==> src/rtl/decode_stage_if.sv <==
// Fetch/writeback-to-decode inputs and the ID/EX register bundle of decode_stage.
// master drives fetch/WB inputs and observes ID/EX; slave is the decode stage.
interface decode_stage_if #(
  parameter int unsigned XLEN = 32
);
  localparam int unsigned ILEN = 32;
  localparam int unsigned RW   = 5;

  logic [ILEN-1:0] instr_in;
  logic            instr_valid;
  logic [XLEN-1:0] pc_in;
  logic            flush;
  logic            wb_we;
  logic [RW-1:0]   wb_rd;
  logic [XLEN-1:0] wb_data;
  logic            stall_out;
  logic            id_valid;
  logic [XLEN-1:0] id_pc;
  logic [XLEN-1:0] id_rs1_data;
  logic [XLEN-1:0] id_rs2_data;
  logic [XLEN-1:0] id_imm;
  logic [RW-1:0]   id_rs1;
  logic [RW-1:0]   id_rs2;
  logic [RW-1:0]   id_rd;
  logic [2:0]      id_funct3;
  logic [3:0]      id_alu_op;
  logic            id_alu_src;
  logic            id_mem_read;
  logic            id_mem_write;
  logic            id_reg_write;
  logic            id_branch;
  logic            id_jump;
  logic            id_illegal;

  modport master (
    output instr_in, instr_valid, pc_in, flush, wb_we, wb_rd, wb_data,
    input  stall_out, id_valid, id_pc, id_rs1_data, id_rs2_data, id_imm,
           id_rs1, id_rs2, id_rd, id_funct3, id_alu_op, id_alu_src,
           id_mem_read, id_mem_write, id_reg_write, id_branch, id_jump, id_illegal
  );

  modport slave (
    input  instr_in, instr_valid, pc_in, flush, wb_we, wb_rd, wb_data,
    output stall_out, id_valid, id_pc, id_rs1_data, id_rs2_data, id_imm,
           id_rs1, id_rs2, id_rd, id_funct3, id_alu_op, id_alu_src,
           id_mem_read, id_mem_write, id_reg_write, id_branch, id_jump, id_illegal
  );
endinterface

==> src/rtl/decode_stage.sv <==
// RV32I decode stage: register file, immediate/control generation, load-use
// hazard detection and the ID/EX pipeline register.
module decode_stage #(
  parameter int unsigned XLEN    = 32,
  parameter int unsigned NREG    = 32,
  parameter bit          REG_CLR = 1'b1
) (
  input logic           clk1,
  input logic           rst,
  decode_stage_if.slave bus
);
  localparam int unsigned RW = $clog2(NREG);

  localparam logic [6:0] OP_R      = 7'b0110011;
  localparam logic [6:0] OP_IMM    = 7'b0010011;
  localparam logic [6:0] OP_LOAD   = 7'b0000011;
  localparam logic [6:0] OP_STORE  = 7'b0100011;
  localparam logic [6:0] OP_BRANCH = 7'b1100011;
  localparam logic [6:0] OP_JAL    = 7'b1101111;
  localparam logic [6:0] OP_JALR   = 7'b1100111;
  localparam logic [6:0] OP_LUI    = 7'b0110111;
  localparam logic [6:0] OP_AUIPC  = 7'b0010111;

  localparam logic [3:0] ALU_ADD  = 4'd0;
  localparam logic [3:0] ALU_SUB  = 4'd1;
  localparam logic [3:0] ALU_SLL  = 4'd2;
  localparam logic [3:0] ALU_SLT  = 4'd3;
  localparam logic [3:0] ALU_SLTU = 4'd4;
  localparam logic [3:0] ALU_XOR  = 4'd5;
  localparam logic [3:0] ALU_SRL  = 4'd6;
  localparam logic [3:0] ALU_SRA  = 4'd7;
  localparam logic [3:0] ALU_OR   = 4'd8;
  localparam logic [3:0] ALU_AND  = 4'd9;
  localparam logic [3:0] ALU_PASS = 4'd10;

  typedef struct packed {
    logic [3:0] alu_op;
    logic       alu_src;
    logic       mem_read;
    logic       mem_write;
    logic       reg_write;
    logic       branch;
    logic       jump;
    logic       illegal;
  } ctrl_t;

  logic [31:0]     instr;
  logic [6:0]      opcode;
  logic [RW-1:0]   rs1;
  logic [RW-1:0]   rs2;
  logic [RW-1:0]   rd;
  logic [2:0]      funct3;
  logic [XLEN-1:0] imm_i;
  logic [XLEN-1:0] imm_s;
  logic [XLEN-1:0] imm_b;
  logic [XLEN-1:0] imm_u;
  logic [XLEN-1:0] imm_j;

  ctrl_t           ctrl_c;
  ctrl_t           ctrl_n;
  logic [XLEN-1:0] imm_c;
  logic            use_rs1_c;
  logic            use_rs2_c;
  logic [XLEN-1:0] rs1_data_c;
  logic [XLEN-1:0] rs2_data_c;
  logic            hazard_c;
  logic            bubble_c;
  logic            wb_hit_c;

  logic [XLEN-1:0] regs [NREG];

  // Instruction fields and the five immediate formats, sign-extended from bit 31
  assign instr  = bus.instr_in;
  assign opcode = instr[6:0];
  assign rd     = instr[11:7];
  assign funct3 = instr[14:12];
  assign rs1    = instr[19:15];
  assign rs2    = instr[24:20];

  assign imm_i = XLEN'($signed(instr[31:20]));
  assign imm_s = XLEN'($signed({instr[31:25], instr[11:7]}));
  assign imm_b = XLEN'($signed({instr[31], instr[7], instr[30:25], instr[11:8], 1'b0}));
  assign imm_u = XLEN'($signed({instr[31:12], 12'b0}));
  assign imm_j = XLEN'($signed({instr[31], instr[19:12], instr[20], instr[30:21], 1'b0}));

  // funct3 -> ALU op; instr[30] picks SRA always, SUB only for register-register
  function automatic logic [3:0] alu_fn(input logic [2:0] f3, input logic alt,
                                        input logic is_reg);
    case (f3)
      3'd0:    alu_fn = (is_reg && alt) ? ALU_SUB : ALU_ADD;
      3'd1:    alu_fn = ALU_SLL;
      3'd2:    alu_fn = ALU_SLT;
      3'd3:    alu_fn = ALU_SLTU;
      3'd4:    alu_fn = ALU_XOR;
      3'd5:    alu_fn = alt ? ALU_SRA : ALU_SRL;
      3'd6:    alu_fn = ALU_OR;
      default: alu_fn = ALU_AND;
    endcase
  endfunction

  // Opcode decode: control bundle, immediate and which sources are really read
  always_comb begin
    ctrl_c    = '0;
    imm_c     = '0;
    use_rs1_c = 1'b0;
    use_rs2_c = 1'b0;
    case (opcode)
      OP_R: begin
        ctrl_c.reg_write = 1'b1;
        ctrl_c.alu_op    = alu_fn(funct3, instr[30], 1'b1);
        use_rs1_c        = 1'b1;
        use_rs2_c        = 1'b1;
      end
      OP_IMM: begin
        ctrl_c.reg_write = 1'b1;
        ctrl_c.alu_src   = 1'b1;
        ctrl_c.alu_op    = alu_fn(funct3, instr[30], 1'b0);
        imm_c            = imm_i;
        use_rs1_c        = 1'b1;
      end
      OP_LOAD: begin
        ctrl_c.mem_read  = 1'b1;
        ctrl_c.reg_write = 1'b1;
        ctrl_c.alu_src   = 1'b1;
        ctrl_c.alu_op    = ALU_ADD;
        imm_c            = imm_i;
        use_rs1_c        = 1'b1;
      end
      OP_STORE: begin
        ctrl_c.mem_write = 1'b1;
        ctrl_c.alu_src   = 1'b1;
        ctrl_c.alu_op    = ALU_ADD;
        imm_c            = imm_s;
        use_rs1_c        = 1'b1;
        use_rs2_c        = 1'b1;
      end
      OP_BRANCH: begin
        ctrl_c.branch = 1'b1;
        ctrl_c.alu_op = ALU_SUB;
        imm_c         = imm_b;
        use_rs1_c     = 1'b1;
        use_rs2_c     = 1'b1;
      end
      OP_JAL: begin
        ctrl_c.jump      = 1'b1;
        ctrl_c.reg_write = 1'b1;
        ctrl_c.alu_op    = ALU_ADD;
        imm_c            = imm_j;
      end
      OP_JALR: begin
        ctrl_c.jump      = 1'b1;
        ctrl_c.reg_write = 1'b1;
        ctrl_c.alu_src   = 1'b1;
        ctrl_c.alu_op    = ALU_ADD;
        imm_c            = imm_i;
        use_rs1_c        = 1'b1;
      end
      OP_LUI: begin
        ctrl_c.reg_write = 1'b1;
        ctrl_c.alu_src   = 1'b1;
        ctrl_c.alu_op    = ALU_PASS;
        imm_c            = imm_u;
      end
      OP_AUIPC: begin
        ctrl_c.reg_write = 1'b1;
        ctrl_c.alu_src   = 1'b1;
        ctrl_c.alu_op    = ALU_ADD;
        imm_c            = imm_u;
      end
      default: ctrl_c.illegal = 1'b1;
    endcase
  end

  // Register file write port; x0 is never written
  always_ff @(posedge clk1) begin
    if (rst && REG_CLR) begin
      for (int i = 0; i < int'(NREG); i++) regs[i] <= '0;
    end else if (bus.wb_we && (bus.wb_rd != '0)) begin
      regs[bus.wb_rd] <= bus.wb_data;
    end
  end

  // Read ports with same-cycle writeback bypass; x0 reads zero
  assign wb_hit_c = bus.wb_we && (bus.wb_rd != '0);

  always_comb begin
    rs1_data_c = regs[rs1];
    if (rs1 == '0)                        rs1_data_c = '0;
    else if (wb_hit_c && bus.wb_rd == rs1) rs1_data_c = bus.wb_data;
  end

  always_comb begin
    rs2_data_c = regs[rs2];
    if (rs2 == '0)                        rs2_data_c = '0;
    else if (wb_hit_c && bus.wb_rd == rs2) rs2_data_c = bus.wb_data;
  end

  // Load in ID/EX whose rd feeds a live source of the instruction now in decode
  assign hazard_c = bus.id_valid && bus.id_mem_read && (bus.id_rd != '0) &&
                    bus.instr_valid && !bus.flush &&
                    ((use_rs1_c && (rs1 == bus.id_rd)) ||
                     (use_rs2_c && (rs2 == bus.id_rd)));

  assign bus.stall_out = hazard_c && !rst;
  assign bubble_c      = bus.flush || !bus.instr_valid || hazard_c;

  always_comb begin
    ctrl_n = ctrl_c;
    if (bubble_c) ctrl_n = '0;
  end

  // ID/EX pipeline register; a bubble clears only id_valid and the control bits
  always_ff @(posedge clk1) begin
    if (rst) begin
      bus.id_valid     <= 1'b0;
      bus.id_pc        <= '0;
      bus.id_rs1_data  <= '0;
      bus.id_rs2_data  <= '0;
      bus.id_imm       <= '0;
      bus.id_rs1       <= '0;
      bus.id_rs2       <= '0;
      bus.id_rd        <= '0;
      bus.id_funct3    <= '0;
      bus.id_alu_op    <= '0;
      bus.id_alu_src   <= 1'b0;
      bus.id_mem_read  <= 1'b0;
      bus.id_mem_write <= 1'b0;
      bus.id_reg_write <= 1'b0;
      bus.id_branch    <= 1'b0;
      bus.id_jump      <= 1'b0;
      bus.id_illegal   <= 1'b0;
    end else begin
      bus.id_valid     <= !bubble_c;
      bus.id_pc        <= bus.pc_in;
      bus.id_rs1_data  <= rs1_data_c;
      bus.id_rs2_data  <= rs2_data_c;
      bus.id_imm       <= imm_c;
      bus.id_rs1       <= rs1;
      bus.id_rs2       <= rs2;
      bus.id_rd        <= rd;
      bus.id_funct3    <= funct3;
      bus.id_alu_op    <= ctrl_n.alu_op;
      bus.id_alu_src   <= ctrl_n.alu_src;
      bus.id_mem_read  <= ctrl_n.mem_read;
      bus.id_mem_write <= ctrl_n.mem_write;
      bus.id_reg_write <= ctrl_n.reg_write;
      bus.id_branch    <= ctrl_n.branch;
      bus.id_jump      <= ctrl_n.jump;
      bus.id_illegal   <= ctrl_n.illegal;
    end
  end
endmodule

==> src/flat_wrapper.sv <==
// flat-port wrapper written by rule: the top's interface ports become plain ports
module decode_stage_flat 
#(
  parameter int unsigned XLEN    = 32,
  parameter int unsigned NREG    = 32,
  parameter bit          REG_CLR = 1'b1
)
  (clk1, rst, bus_instr_in, bus_instr_valid, bus_pc_in, bus_flush, bus_wb_we, bus_wb_rd, bus_wb_data, bus_stall_out, bus_id_valid, bus_id_pc, bus_id_rs1_data, bus_id_rs2_data, bus_id_imm, bus_id_rs1, bus_id_rs2, bus_id_rd, bus_id_funct3, bus_id_alu_op, bus_id_alu_src, bus_id_mem_read, bus_id_mem_write, bus_id_reg_write, bus_id_branch, bus_id_jump, bus_id_illegal);
  decode_stage_if #(.XLEN(XLEN)) bus_i ();
  input logic clk1;
  input logic rst;
  input wire logic [$bits(bus_i.instr_in)-1:0] bus_instr_in;
  input wire logic [$bits(bus_i.instr_valid)-1:0] bus_instr_valid;
  input wire logic [$bits(bus_i.pc_in)-1:0] bus_pc_in;
  input wire logic [$bits(bus_i.flush)-1:0] bus_flush;
  input wire logic [$bits(bus_i.wb_we)-1:0] bus_wb_we;
  input wire logic [$bits(bus_i.wb_rd)-1:0] bus_wb_rd;
  input wire logic [$bits(bus_i.wb_data)-1:0] bus_wb_data;
  output wire logic [$bits(bus_i.stall_out)-1:0] bus_stall_out;
  output wire logic [$bits(bus_i.id_valid)-1:0] bus_id_valid;
  output wire logic [$bits(bus_i.id_pc)-1:0] bus_id_pc;
  output wire logic [$bits(bus_i.id_rs1_data)-1:0] bus_id_rs1_data;
  output wire logic [$bits(bus_i.id_rs2_data)-1:0] bus_id_rs2_data;
  output wire logic [$bits(bus_i.id_imm)-1:0] bus_id_imm;
  output wire logic [$bits(bus_i.id_rs1)-1:0] bus_id_rs1;
  output wire logic [$bits(bus_i.id_rs2)-1:0] bus_id_rs2;
  output wire logic [$bits(bus_i.id_rd)-1:0] bus_id_rd;
  output wire logic [$bits(bus_i.id_funct3)-1:0] bus_id_funct3;
  output wire logic [$bits(bus_i.id_alu_op)-1:0] bus_id_alu_op;
  output wire logic [$bits(bus_i.id_alu_src)-1:0] bus_id_alu_src;
  output wire logic [$bits(bus_i.id_mem_read)-1:0] bus_id_mem_read;
  output wire logic [$bits(bus_i.id_mem_write)-1:0] bus_id_mem_write;
  output wire logic [$bits(bus_i.id_reg_write)-1:0] bus_id_reg_write;
  output wire logic [$bits(bus_i.id_branch)-1:0] bus_id_branch;
  output wire logic [$bits(bus_i.id_jump)-1:0] bus_id_jump;
  output wire logic [$bits(bus_i.id_illegal)-1:0] bus_id_illegal;
  assign bus_i.instr_in = bus_instr_in;
  assign bus_i.instr_valid = bus_instr_valid;
  assign bus_i.pc_in = bus_pc_in;
  assign bus_i.flush = bus_flush;
  assign bus_i.wb_we = bus_wb_we;
  assign bus_i.wb_rd = bus_wb_rd;
  assign bus_i.wb_data = bus_wb_data;
  assign bus_stall_out = bus_i.stall_out;
  assign bus_id_valid = bus_i.id_valid;
  assign bus_id_pc = bus_i.id_pc;
  assign bus_id_rs1_data = bus_i.id_rs1_data;
  assign bus_id_rs2_data = bus_i.id_rs2_data;
  assign bus_id_imm = bus_i.id_imm;
  assign bus_id_rs1 = bus_i.id_rs1;
  assign bus_id_rs2 = bus_i.id_rs2;
  assign bus_id_rd = bus_i.id_rd;
  assign bus_id_funct3 = bus_i.id_funct3;
  assign bus_id_alu_op = bus_i.id_alu_op;
  assign bus_id_alu_src = bus_i.id_alu_src;
  assign bus_id_mem_read = bus_i.id_mem_read;
  assign bus_id_mem_write = bus_i.id_mem_write;
  assign bus_id_reg_write = bus_i.id_reg_write;
  assign bus_id_branch = bus_i.id_branch;
  assign bus_id_jump = bus_i.id_jump;
  assign bus_id_illegal = bus_i.id_illegal;
  decode_stage #(.XLEN(XLEN), .NREG(NREG), .REG_CLR(REG_CLR)) u_core (.clk1(clk1), .rst(rst), .bus(bus_i));
endmodule
==> config.mk <==
export PLATFORM = sky130hd
export DESIGN_NAME = decode_stage_flat
export DESIGN_NICKNAME = d
export VERILOG_FILES = /design/src/rtl/decode_stage_if.sv /design/src/rtl/decode_stage.sv /design/src/flat_wrapper.sv
export SDC_FILE = /design/constraint.sdc
export NUM_CORES = 2
export LEC_CHECK = 0
export BUFFER_PORTS_ARGS = -buffer_cell sky130_fd_sc_hd__buf_2
export CORE_AREA = 4 4 346 603
export CTS_CLUSTER_DIAMETER = 120
export CTS_CLUSTER_SIZE = 16
export DETAILED_ROUTE_END_ITERATION = 7
export DIE_AREA = 0 0 350 607
export PLACE_DENSITY = 0.56
export SYNTH_ARGS = -nofsm -noshare
export SYNTH_HDL_FRONTEND = slang
export SYNTH_SLANG_ARGS = --single-unit
==> constraint.sdc <==
create_clock -name clk1 -period 9.5 [get_ports clk1]
set_clock_uncertainty 0.2 [all_clocks]
set_input_delay 0.95 -clock clk1 [delete_from_list [all_inputs] [get_ports clk1]]
set_output_delay 0.95 -clock clk1 [all_outputs]
set_load 0.03 [all_outputs]
==> flow_results.org <==
** Detailed routing
- The detailed router placed 43.34k vias in this run.
- Wire length after detailed routing :: between 200 and 300 mm
- In this run the remaining antenna-violating nets after routing total 0.
- Drt pass-1 iters :: 6
- After detailed routing, the average wire length per cell comes to between 30 and 40 um.
- After the first detailed-routing iteration, the DRC count stood at between 4k and 5k.
- Number of vias per cell :: roughly 5.7
- In the routed design, unresolved DRC markers number 0.

** Clock tree
- Post-CTS timing repair inserted 0 buffers for setup.
- Clock Pin Slew Worst Setup and Hold Paths :: 0.08 ns
- Clock latency on the worst-skew pair :: a little over 0.7 ns
- Root Buffer :: sky130_fd_sc_hd__clkbuf_16
- TritonCTS clock tree :: built
- Clock tree synthesis found a total of between 1k and 1.5k sinks.
- The number of clock buffers added by TritonCTS is 83.
- CTS max path bufs :: 3
- Count of hold buffers inserted by post-cts repair :: 0
- The clock tree synthesis step divided the H-tree into 3 levels.
- Number of instances resized during post-cts repair :: 0

** STA
- Setup TNS :: 0 ns
- Setup violations remaining at the end of the flow were counted as 0.
- Achievable frequency :: about 230 MHz
- Worst rel slew slack :: around an eighth
- Post-layout minimum cycle time :: between 4 and 5 ns
- Final Cycle Share :: 45.11%
- Setup repair after global routing missed its margin :: false
- The max-slew violation total from the final report is 0.
- Final hold analysis gives a worst-case slack of roughly 0.27 ns.
- The number of hold violations in the final report is 0.
- At the pin with the least slew margin, the transition time is ~1.3 ns.

** Critical path
- Type of element capturing the critical path :: flop
- Maximum single-stage delay on the critical path :: between 0.9 and 1 ns
- Cell type with the highest occurrence count on the critical path :: sky130_fd_sc_hd__buf_4
- By startpoint and endpoint, the worst setup path is classified as input port to flop.
- Critical-path top delay cell :: sky130_fd_sc_hd__buf_4
- Critical path fanouts, max :: 57
- Critical path required time :: slightly below 10 ns
- Worst path arrival time :: around 4.7 ns
- Setup slack on the worst reg-to-reg path comes out at around 7.2 ns.
- Counting both buffers and inverters, the worst setup path holds a total of 4.
- Traced cell by cell, the critical path runs through buf_2 -> buf_4 -> nor2b_4 -> buf_4 -> buf_4 -> a22oi_1 -> a21oi_1 -> nor4_1 -> a32o_1.
- Cell family with the largest share of critical-path delay :: buffers and inverters
- Kind of start point of the critical path :: input port
- The worst register-to-register path begins at u_core.regs[7][27]$_SDFFCE_PN0P_.
- The most critical setup path has its startpoint at bus_instr_in[22].

** Floorplanning
- The floorplan step set the die height to 607 um.
- From left edge to right edge, the die measures about 350 um.
- Initial Util :: 29.83%
- around 270 I/O pins were placed.
- Area of the die :: approximately 0.21 mm2
- The initialized floorplan defines approximately 220 standard-cell rows.
- The floorplan step defined a core boundary enclosing about 0.20 mm2.

** Synth
- Most area-hungry cell type in the Yosys netlist :: sky130_fd_sc_hd__edfxtp_1
- Commonest cells post-synth :: sky130_fd_sc_hd__edfxtp_1, sky130_fd_sc_hd__and2_1, sky130_fd_sc_hd__mux2i_1
- Most frequently used flop master after synthesis :: sky130_fd_sc_hd__edfxtp_1
- The synthesized design contains around 1.0k enable-type register cells.
- Area share of the largest cell type after synthesis :: between 50% and 60%
- Share of synthesized flip-flops with an asynchronous set or reset :: 0%
- By area the synthesized netlist is led by sky130_fd_sc_hd__edfxtp_1, sky130_fd_sc_hd__mux2i_1, sky130_fd_sc_hd__and2_1.
- Cell with the most instances after synthesis :: sky130_fd_sc_hd__edfxtp_1
- Synthesized area divided by synthesized cell count :: about 13 um2
- Yosys warning count :: 0
- Synthesis produced ~4.8k cells.
- Sequential cells were found to cover a little under three fifths of the synthesized design area.
- After synthesis, the netlist uses 66 different library cells.
- Counting flops and latches in the post-synthesis netlist gives about 1.2k.
- The cell area that synthesis handed to floorplanning was between 0.06 and 0.07 mm2.

** GRT
- Via count of the first global-routing pass :: around 43k
- For this run the aggregate overflow at the end of global routing stands at 0.
- For this run, the total global-route usage over all layers was measured as between 20% and 30%.
- Number of antenna violations at the first check in global routing :: 57
- Entering global routing, the biggest net connects 112 pins.
- First-pass GRT wire length :: 348.5 mm

** Power and ir drop
- Across the VDD grid, the largest voltage drop is around 0.12 mV.
- Power spread over the standard cell area amounts to 167.1 mW/mm2.
- The analysis attributes to cell leakage a power of 24.95 nW.

** Place
- At the end of routability-driven placement, the weighted congestion stood at between 0.8 and 0.9.
- Number of buffer cells added on primary ports :: roughly 260
- The wire-length estimate of the detail-placed layout is about 150 mm.

** Hold path
- Worst min-delay path class :: input port to flop
- HP Start :: bus_pc_in[3]

** Finish
- Share of final-layout standard cells stronger than drive strength 1 :: a little over an eighth
- The area growth from synthesis to layout is 10.88%.
- The net count of the finished layout is about 4.9k.

** Flow run
- Number of maximum-capacitance violations :: 0

** Run status
- Result of the run :: complete, no violations
logic make-up (layout without fill, tap and decap cells):
family,count (synthesis),after routing,share of synthesized area [%]
simple gates,1353,1353,13.40
flops,1182,1182,55.85
mux,984,984,17.97
compound gates,770,770,8.718
buf+inv,494,524,3.773
xor+xnor,20,20,0.2885
other cells,1,72,0.006175
final cells by class:
cell class / count / area, um2
Fill cell: 20150 / 136300
Sequential cell: 1182 / 33910
Multi-Input combinational cell: 3159 / 25310
Tap cell: 2652 / 3318
Clock buffer: 146 / 2366
Timing Repair Buffer: 371 / 2287
Antenna cell: 40 / 100.1
Inverter: 5 / 20.02
Clock inverter: 2 / 17.52
registers in the layout, summed over array words and instances, names as in the netlist:
register and cells:
u_core.bus.id_alu_op 4, u_core.bus.id_alu_src 1, u_core.bus.id_branch 1, u_core.bus.id_funct3 3
u_core.bus.id_illegal 1, u_core.bus.id_imm 32, u_core.bus.id_jump 1, u_core.bus.id_mem_read 1
u_core.bus.id_mem_write 1, u_core.bus.id_pc 32, u_core.bus.id_rd 5, u_core.bus.id_reg_write 1
u_core.bus.id_rs1 5, u_core.bus.id_rs1_data 32, u_core.bus.id_rs2 5, u_core.bus.id_rs2_data 32
u_core.bus.id_valid 1, u_core.regs 1024
worst paths after layout:
path | end | cells after the start
setup / recovery | u_core.bus.id_rs2_data[3]$_SDFF_PP0_ | 9
hold / removal | u_core.bus.id_pc[3]$_SDFF_PP0_ | 2
setup reg to reg | u_core.bus.id_rs2_data[27]$_SDFF_PP0_ | 5
hold reg to reg | u_core.bus.id_rs1_data[13]$_SDFF_PP0_ | 4
power breakdown:
part | switching, mW | total (mW) | leakage (nW) | internal [mW]
Clock | 1.89 | 3.58 | 1.13 | 1.69
Sequential | 0.187 | 6.11 | 11.1 | 5.92
Combinational | 1.07 | 1.56 | 12.8 | 0.488
routing by layer:
metal / vias to the layer above / wire [um] / GRT usage [%]
met5: - / 45 / 0
met4: 8 / 20520 / 17.43
met3: 824 / 20820 / 4.966
met2: 2554 / 126000 / 39.66
met1: 22140 / 89240 / 25.95
li1: 17820 / - / -
through the flow:
step                worst slack, ns  power (mW)  instance area (um2)  utilization [%]  std cells
floorplan                     4.624       7.078                60840                -       4835
global placement              4.715       7.730                64840            31.85       7369
detailed placement            4.714       7.748                64840            31.85       7369
CTS                           5.326       11.25                67230            33.02       7517
global route                  5.233       11.53                67240            33.03       7523
finish                        5.215       11.25                67330            33.07       7557
layout by cell type (no fill, tap or decap), types with 10 or more instances in the layout:
master / n
sky130_fd_sc_hd__edfxtp_1: 1024
sky130_fd_sc_hd__and2_1: 992
sky130_fd_sc_hd__mux2i_1: 889
sky130_fd_sc_hd__a22oi_1: 395
sky130_fd_sc_hd__buf_2: 260
sky130_fd_sc_hd__a21oi_1: 228
sky130_fd_sc_hd__dfxtp_1: 158
sky130_fd_sc_hd__buf_4: 98
sky130_fd_sc_hd__clkbuf_16: 85
sky130_fd_sc_hd__mux4_2: 84
sky130_fd_sc_hd__nand2_1: 68
sky130_fd_sc_hd__nand3_1: 63
sky130_fd_sc_hd__clkbuf_1: 60
sky130_fd_sc_hd__nor2b_1: 54
sky130_fd_sc_hd__nor4_1: 44
sky130_fd_sc_hd__diode_2: 40
sky130_fd_sc_hd__a32o_1: 37
sky130_fd_sc_hd__nor2_4: 33
sky130_fd_sc_hd__conb_1: 32
sky130_fd_sc_hd__o21ai_4: 31
sky130_fd_sc_hd__nor2_1: 27
sky130_fd_sc_hd__o22ai_1: 16
sky130_fd_sc_hd__mux2_2: 11
sky130_fd_sc_hd__buf_12: 11
sky130_fd_sc_hd__xnor2_1: 10
sky130_fd_sc_hd__nand4_1: 10
sky130_fd_sc_hd__xor2_1: 10
sky130_fd_sc_hd__o22a_1: 10
worst register-to-register path: cells and delay by family, from the launching register on:
family / cells / cell delay [ns]
and+or+nand+nor: 1 / 0.24
muxes: 2 / 0.67
DFF: 1 / 0.39
AOI/OAI and AO/OA: 2 / 0.67
No activity file was read; power rests on OpenSTA's default activity.
